==> src/rtl/trap_ctrl_pkg.sv <==
// Shared definitions for the trap/return sequencer: CSR addresses, trap causes,
// FSM encoding and the trap-vector target calculation.
package trap_ctrl_pkg;

  localparam logic [11:0] CSR_MSTATUS = 12'h300;
  localparam logic [11:0] CSR_MTVEC   = 12'h305;
  localparam logic [11:0] CSR_MEPC    = 12'h341;
  localparam logic [11:0] CSR_MCAUSE  = 12'h342;
  localparam logic [11:0] CSR_MTVAL   = 12'h343;

  localparam logic [31:0] CAUSE_ILLEGAL  = 32'd2;
  localparam logic [31:0] CAUSE_EBREAK   = 32'd3;
  localparam logic [31:0] CAUSE_ECALL    = 32'd11;
  localparam logic [31:0] CAUSE_EX_IRQ   = 32'h8000_000B;
  localparam logic [31:0] CAUSE_SOFT_IRQ = 32'h8000_0003;
  localparam logic [31:0] CAUSE_TCMP_IRQ = 32'h8000_0007;

  typedef enum logic [2:0] {
    S_IDLE,
    S_W_MEPC,
    S_W_MCAUSE,
    S_W_MTVAL,
    S_W_MSTATUS,
    S_JUMP,
    S_R_MSTATUS,
    S_JUMP_RET
  } trap_state_e;

  // Vectored mode only applies to interrupts; the offset wraps mod 2^32.
  function automatic logic [31:0] trap_target(input logic [31:0] mtvec,
                                              input logic [31:0] cause,
                                              input logic        vec_en);
    logic [31:0] base;
    base = {mtvec[31:2], 2'b00};
    if (vec_en && (mtvec[1:0] == 2'b01) && cause[31]) begin
      return base + {cause[29:0], 2'b00};
    end
    return base;
  endfunction

endpackage

==> src/rtl/trap_ctrl_prio_enc.sv <==
// Priority encoder for trap events seen by the idex stage: exceptions first,
// then mret, then globally-enabled interrupts.
module trap_prio_enc
  import trap_ctrl_pkg::*;
(
  input  logic        inst_valid_i,
  input  logic        ecall_i,
  input  logic        ebreak_i,
  input  logic        illegal_i,
  input  logic        mret_i,
  input  logic        ex_trap_i,
  input  logic        tcmp_trap_i,
  input  logic        soft_trap_i,
  input  logic        mstatus_mie_i,
  output logic        ev_valid_o,
  output logic [31:0] ev_cause_o,
  output logic        ev_mret_o
);

  always_comb begin
    ev_valid_o = 1'b0;
    ev_cause_o = 32'h0;
    ev_mret_o  = 1'b0;
    if (inst_valid_i) begin
      if (illegal_i) begin
        ev_valid_o = 1'b1;
        ev_cause_o = CAUSE_ILLEGAL;
      end else if (ebreak_i) begin
        ev_valid_o = 1'b1;
        ev_cause_o = CAUSE_EBREAK;
      end else if (ecall_i) begin
        ev_valid_o = 1'b1;
        ev_cause_o = CAUSE_ECALL;
      end else if (mret_i) begin
        ev_valid_o = 1'b1;
        ev_mret_o  = 1'b1;
      end else if (mstatus_mie_i && ex_trap_i) begin
        ev_valid_o = 1'b1;
        ev_cause_o = CAUSE_EX_IRQ;
      end else if (mstatus_mie_i && soft_trap_i) begin
        ev_valid_o = 1'b1;
        ev_cause_o = CAUSE_SOFT_IRQ;
      end else if (mstatus_mie_i && tcmp_trap_i) begin
        ev_valid_o = 1'b1;
        ev_cause_o = CAUSE_TCMP_IRQ;
      end
    end
  end

endmodule

==> src/rtl/trap_ctrl.sv <==
// Trap/return sequencer: saves trap state through the CSR trap channel one
// access per cycle, holds the pipeline, then redirects the PC once.
module trap_ctrl
  import trap_ctrl_pkg::*;
#(
  parameter bit          VECTORED_EN = 1'b1,
  parameter logic [31:0] RESET_ADDR  = 32'h0
) (
  input  logic        clk,
  input  logic        rst_n,
  input  logic        inst_valid_i,
  input  logic [31:0] pc_i,
  input  logic [31:0] inst_i,
  input  logic        ecall_i,
  input  logic        ebreak_i,
  input  logic        illegal_i,
  input  logic        mret_i,
  input  logic        ex_trap_i,
  input  logic        tcmp_trap_i,
  input  logic        soft_trap_i,
  input  logic        mstatus_mie_i,
  input  logic [31:0] mepc_i,
  output logic        trap_csr_we_o,
  output logic [11:0] trap_csr_addr_o,
  output logic [31:0] trap_csr_wdata_o,
  input  logic [31:0] trap_csr_rdata_i,
  output logic        hold_o,
  output logic        jump_o,
  output logic [31:0] jump_addr_o
);

  trap_state_e state, state_n;
  logic [31:0] cause_q, pc_q, tval_q;
  logic        ev_valid, ev_mret;
  logic [31:0] ev_cause;

  // Reset vector is owned by the fetch unit; kept only for the parameter list.
  logic unused_reset_addr;
  assign unused_reset_addr = ^RESET_ADDR;

  trap_prio_enc u_prio (
    .inst_valid_i  (inst_valid_i),
    .ecall_i       (ecall_i),
    .ebreak_i      (ebreak_i),
    .illegal_i     (illegal_i),
    .mret_i        (mret_i),
    .ex_trap_i     (ex_trap_i),
    .tcmp_trap_i   (tcmp_trap_i),
    .soft_trap_i   (soft_trap_i),
    .mstatus_mie_i (mstatus_mie_i),
    .ev_valid_o    (ev_valid),
    .ev_cause_o    (ev_cause),
    .ev_mret_o     (ev_mret)
  );

  always_ff @(posedge clk or negedge rst_n) begin
    if (!rst_n) begin
      state   <= S_IDLE;
      cause_q <= 32'h0;
      pc_q    <= 32'h0;
      tval_q  <= 32'h0;
    end else begin
      state <= state_n;
      // Latched once at detect so later input changes cannot disturb the sequence.
      if ((state == S_IDLE) && ev_valid && !ev_mret) begin
        cause_q <= ev_cause;
        pc_q    <= pc_i;
        tval_q  <= (ev_cause == CAUSE_ILLEGAL) ? inst_i : 32'h0;
      end
    end
  end

  always_comb begin
    state_n          = state;
    trap_csr_we_o    = 1'b0;
    trap_csr_addr_o  = 12'h0;
    trap_csr_wdata_o = 32'h0;
    hold_o           = 1'b0;
    jump_o           = 1'b0;
    jump_addr_o      = 32'h0;
    unique case (state)
      S_IDLE: begin
        if (ev_valid) begin
          hold_o  = 1'b1;
          state_n = ev_mret ? S_R_MSTATUS : S_W_MEPC;
        end
      end
      S_W_MEPC: begin
        hold_o           = 1'b1;
        trap_csr_we_o    = 1'b1;
        trap_csr_addr_o  = CSR_MEPC;
        trap_csr_wdata_o = pc_q;
        state_n          = S_W_MCAUSE;
      end
      S_W_MCAUSE: begin
        hold_o           = 1'b1;
        trap_csr_we_o    = 1'b1;
        trap_csr_addr_o  = CSR_MCAUSE;
        trap_csr_wdata_o = cause_q;
        state_n          = S_W_MTVAL;
      end
      S_W_MTVAL: begin
        hold_o           = 1'b1;
        trap_csr_we_o    = 1'b1;
        trap_csr_addr_o  = CSR_MTVAL;
        trap_csr_wdata_o = tval_q;
        state_n          = S_W_MSTATUS;
      end
      S_W_MSTATUS: begin
        // Read-modify-write in one cycle: MPIE <= MIE, MIE <= 0.
        hold_o           = 1'b1;
        trap_csr_we_o    = 1'b1;
        trap_csr_addr_o  = CSR_MSTATUS;
        trap_csr_wdata_o = {24'h0, trap_csr_rdata_i[3], 3'h0, 1'b0, 3'h0};
        state_n          = S_JUMP;
      end
      S_JUMP: begin
        hold_o          = 1'b1;
        trap_csr_addr_o = CSR_MTVEC;
        jump_o          = 1'b1;
        jump_addr_o     = trap_target(trap_csr_rdata_i, cause_q, VECTORED_EN);
        state_n         = S_IDLE;
      end
      S_R_MSTATUS: begin
        // mret: MIE <= MPIE, MPIE <= 1.
        hold_o           = 1'b1;
        trap_csr_we_o    = 1'b1;
        trap_csr_addr_o  = CSR_MSTATUS;
        trap_csr_wdata_o = {24'h0, 1'b1, 3'h0, trap_csr_rdata_i[7], 3'h0};
        state_n          = S_JUMP_RET;
      end
      S_JUMP_RET: begin
        hold_o      = 1'b1;
        jump_o      = 1'b1;
        jump_addr_o = mepc_i;
        state_n     = S_IDLE;
      end
      default: state_n = S_IDLE;
    endcase
  end

endmodule

==> config.mk <==
export PLATFORM = sky130hd
export DESIGN_NAME = trap_ctrl
export DESIGN_NICKNAME = d
export VERILOG_FILES = /design/src/rtl/trap_ctrl_pkg.sv /design/src/rtl/trap_ctrl_prio_enc.sv /design/src/rtl/trap_ctrl.sv
export SDC_FILE = /design/constraint.sdc
export NUM_CORES = 1
export LEC_CHECK = 0
export ABC_AREA = 1
export CORE_ASPECT_RATIO = 1.2
export CORE_MARGIN = 4
export CORE_UTILIZATION = 30
export CTS_BUF_LIST = sky130_fd_sc_hd__clkbuf_8
export DETAILED_ROUTE_END_ITERATION = 8
export PLACE_DENSITY = 0.52
export SLEW_MARGIN = 15
export SYNTH_ARGS = -nofsm -noshare
export SYNTH_HDL_FRONTEND = slang
export SYNTH_HIERARCHICAL = 1
export SYNTH_SLANG_ARGS = --single-unit
==> constraint.sdc <==
create_clock -name clk -period 3.9 [get_ports clk]
set_input_delay 1.17 -clock clk [delete_from_list [all_inputs] [get_ports clk]]
set_output_delay 1.17 -clock clk [all_outputs]
set_load 0.05 [all_outputs]
Word level (Yosys, flattened, before mapping)
Index checks and enable logic that the tools add are counted.
{"block": "classes", "reduce_logical": 12, "mux": 36, "eq_ne": 10, "add_sub_neg": 1}
{"op": "$mux W32", "count": 11}
{"op": "$pmux W32 S5", "count": 1}
{"op": "$pmux W32 S2", "count": 1}
{"op": "$pmux W10 S5", "count": 1}
{"op": "$add A32 B32 Y32", "count": 1}
{"op": "$eq A32 B2 Y1 const B", "count": 1}
{"op": "$pmux W3 S7", "count": 1}
{"op": "$mux W1", "count": 18}
{"op": "$eq A3 B3 Y1 const B", "count": 4}
{"op": "$reduce_or A7 Y1", "count": 1}
{"op": "$eq A3 B2 Y1 const B", "count": 2}
{"op": "$logic_and A1 B1 Y1", "count": 6}
{"op": "$mux W3", "count": 2}
{"op": "$reduce_or A5 Y1", "count": 1}
{"op": "$reduce_or A2 Y1", "count": 2}
{"op": "$eq A3 B1 Y1 const B", "count": 1}
{"op": "$logic_not A3 Y1", "count": 1}
{"op": "$eq A2 B1 Y1 const B", "count": 1}
{"op": "$ne A2 B2 Y1 const B", "count": 1}
{"op": "$pmux W1 S2", "count": 1}
{"op": "$logic_not A1 Y1", "count": 1}
{"block": "totals", "wordCells": 63, "inputBits": 139, "out_inout_bits": 79, "ff_bits": 99}

Logic depth before layout (Yosys ltp)
{"block": "logic_depth", "word_depth": 11, "mapped_depth": 14, "mapped_depth_nobuf": 14}

Modules after synthesis
The synthesis kept the hierarchy.
{"mod": "trap_ctrl", "cells_each": 1190, "n_inst": 1, "seq_area_each_um2": 2477.4, "area_each_um2": 7589.8}
{"mod": "trap_prio_enc", "cells_each": 53, "n_inst": 1, "seq_area_each_um2": 0.0, "area_each_um2": 335.3}

Worst setup path before layout
OpenSTA, ideal clock, no wires.
{"block": "synth_path", "path_kind": "input to output", "start": "in trap_csr_rdata_i[2]", "end": "out jump_addr_o[8]", "stages": 11, "required_ps": 2730, "arrival_ps": 3452, "path_buffers": 0, "setup_slack_ps": -722, "cell_sequence": "ha_1 -> inv_1 -> fa_1 -> inv_1 -> nand3_1 -> nand3_2 -> nand2_1 -> nand2_1 -> xor2_1 -> nor2_1 -> o21ai_0"}
{"block": "synth_between", "elab_chain_len": 4}
{"element": "from (decl)", "line": "trap_ctrl.sv:26", "rtl": "input logic [31:0] trap_csr_rdata_i,"}
{"element": "$add A32 B32 Y32", "line": "trap_ctrl_pkg.sv:36", "rtl": "return base + {cause[29:0], 2'b00};"}
{"element": "$mux W32", "line": "trap_ctrl_pkg.sv:35", "rtl": "if (vec_en && (mtvec[1:0] == 2'b01) && cause[31]) begin"}
{"element": "$mux W32", "line": "trap_ctrl_pkg.sv:38", "rtl": "return base;"}
{"element": "$pmux W32 S2", "line": "trap_ctrl.sv:81", "rtl": "unique case (state)"}
{"element": "to (decl)", "line": "trap_ctrl.sv:29", "rtl": "output logic [31:0] jump_addr_o"}
Every way passes these cells. The select of a mux whose other input is x is not followed.

Worst setup path after layout
{"block": "layout_path", "start": "in trap_csr_rdata_i[2]", "end": "out jump_addr_o[14]"}
The elaborated chain is that of the path after synthesis.

==> impl_metrics.yaml <==
route:
  wl_per_cell_um: 14.95
  wl_mm: 27.56
  num_vias: 8455
  ant_nets: 0
  drt_iter0_drc: 395
  first_pass_iters: 5
  drc_errors: 0
  viasPerCell: 4.588
sta:
  clock_skew_ps: 11.57
  relSlewSlack_pct: 58.49
  max_clock_freq_mhz: 253.2
  worst_pin_slew_ps: 622.6
  setup_slack_ps: -49.80
  setup_violations: 10
  layout_min_cycle_time_ps: 3950
  slew_violations: 0
  rsz0062_at_grt: "true"
  whs_ps: 476.5
  finalHoldViolCount: 0
  fin_crit_sh_pct: 101.3
placement:
  io_buffer_count: 211
  place.gp.congestion: 0.8679
  hpwl_mm: 20.72
  place_inst: 1808
finish:
  final_util_pct: 50.22
  area_growth_pct: 63.40
  diodes: 0
  fin_cells: 1843
  fin_nets: 1678
  drive_gt1_share_pct: 33.11
status:
  violations: "setup timing"
  status: "finished, violations left"
synthesis:
  synth_area_um2: 7925
  synth_top_area_share_pct: 31.26
  synth_cells: 1243
  yosysTopAreaCell: "dfrtp_1"
  ys_types: 42
  ys_ff_latch: 99
  yosys_warnings: 6
  ys_seq_area_share_pct: 31.26
  ys_top_cells_by_area: "dfrtp_1, nand2_1, inv_1"
  synth.avg_cell_area_um2: 6.376
clock_tree:
  numCtsBuffers: 9
  cts_tree: "done"
  clock_sinks: 99
  clk_path_buf_depth: 2
  clk_latency_ps: 360
  postCtsHoldBufs: 0
  clk_pin_slew_ps: 90
  cts_root_buffer: "clkbuf_8"
  h-tree-depth: 3
floorplan:
  die_area_um2: 29090
  num_rows: 64
  io_pins: 218
  initial_core_util_pct: 30.74
  die_h_um: 186.0
  fp.coreArea_um2: 25780
  die_x_um: 156.4
job:
  max-cap-violations: 0
critical_path:
  cp.required_ps: 2730
  crit_type: "input pin to output port"
  endpoint_kind: "output port"
  r2r_start: "state[2]"
  worstPathMaxFanout: 4
  startpoint_type: "input pin"
  arrival_ps: 2780
  crit_start: "trap_csr_rdata_i[2]"
global_route:
  grt_pass1_wl_mm: 42.92
  antenna_found_initial: 0
  track_usage_pct: 18.35
  overflow: 0
  grt_pass1_vias: 8334
  grt_max_degree: 71
hold_path:
  hold_path.class: "flip-flop to flip-flop"
  hp-start: "pc_q[2]"
power:
  p_leak_uw: 0.006173
  vdd_drop_max_v: 0.0004055
  powerDensity_nw_per_um2: 669.9
[power by group]
group | switching (µW) | internal (µW)
sequential | 399 | 1340
clock | 351 | 309
combinational | 3630 | 2650
total | 4380 | 4300
[logic make-up (layout without fill, tap and decap cells)]
family | Yosys count | after routing | share of synthesized area, %
other | 2 | 33 | 0.09476
buffers and inverters | 224 | 463 | 13.56
adders and majority gates | 30 | 30 | 4.831
and+or+nand+nor | 716 | 716 | 37.40
xor gates and xnor gates | 13 | 13 | 1.437
AOI/OAI and AO/OA | 159 | 159 | 11.41
DFF | 99 | 99 | 31.26
[what timing repair did]
item,CTS,global route
endpoints found under the setup margin,29,27
gates resized for setup,292,182
pin swaps,104,107
buffers inserted,12,8
[final cells by class]
type,instances,area (µm²)
timing repair buffer,301,3343
fill,2512,12830
sequential,99,2477
clock buffer,10,137.6
clock inverter,5,55.05
tap,330,412.9
multi-input combinational,951,5964
inverter,147,559.3
[stage by stage]
step                power, µW  worst slack, ps  instance area (µm²)  TNS, ps
finish                   8675           -49.80                12950   -231.9
global route             9291           -138.4                12950    -1611
CTS                      8220           -90.98                12350   -781.7
detailed placement       6740           -654.5                11170   -15480
global placement         6713           -658.2                11170   -15270
floorplan                4617           -89.30                 8105   -89.30
[path summary, 6_finish.rpt]
| path | endpoint | slack [ps] | depth (start not counted) |
|---|---|---|---|
| worst max-delay path | jump_addr_o[14] | -50 | 13 |
| worst min-delay path | pc_q[2] | 480 | 2 |
| worst max register to register | tval_q[18] | 2000 | 7 |
| worst min register to register | pc_q[2] | 480 | 2 |
| max in group asynchronous | cause_q[5] | 2380 | 2 |
| min in group asynchronous | pc_q[5] | 800 | 1 |
[cell usage after synthesis (all sizes together)]
cell type  count
nor3           4
nor4           2
nand2        538
o311ai         1
a21oi         32
a31oi          1
fa             1
o21ai         89
a21o           1
xor2          12
ha            29
and2           2
a32o           1
nand4         14
inv          147
a22oi         29
dfrtp         99
nor2         104
o21bai         5
conb           2
buf           70
xnor2          1
clkbuf         7
nand3         50
or2            2
[critical path, stage by stage]
cell and delay [ps]:
buf_8 100, ha_4 150, inv_2 40, fa_2 210, inv_2 50, nand3_2 80
nand3_4 110, nand3_4 90, nand3_4 110, or2_1 260, a21oi_2 170, o21ai_4 70
buf_12 150
[flip-flops by register name (all words and copies together) (netlist names)]
register,count
cause_q,32
pc_q,32
tval_q,32
state,3
[layout by cell type, fill, tap and decap left out, drive strengths merged, types with 29 or more instances in the layout]
cell type	instances
buf	180
a21oi	32
inv	146
nand3	50
nor2	104
ha	29
dfrtp	99
o21ai	89
nand2	538
clkdlybuf4s50	114
a22oi	29
conb	33
[routing by layer]
layer	track usage (%)	vias up	wire [µm]	part of all wire, %
li1	-	4351	-	-
met4	4.583	0	503	1.8
met3	2.535	34	1241	4.5
met1	24.20	3865	12010	44
met5	0	-	0	0
met2	31.74	205	13800	50
No activity file was read; power rests on OpenSTA's default activity.
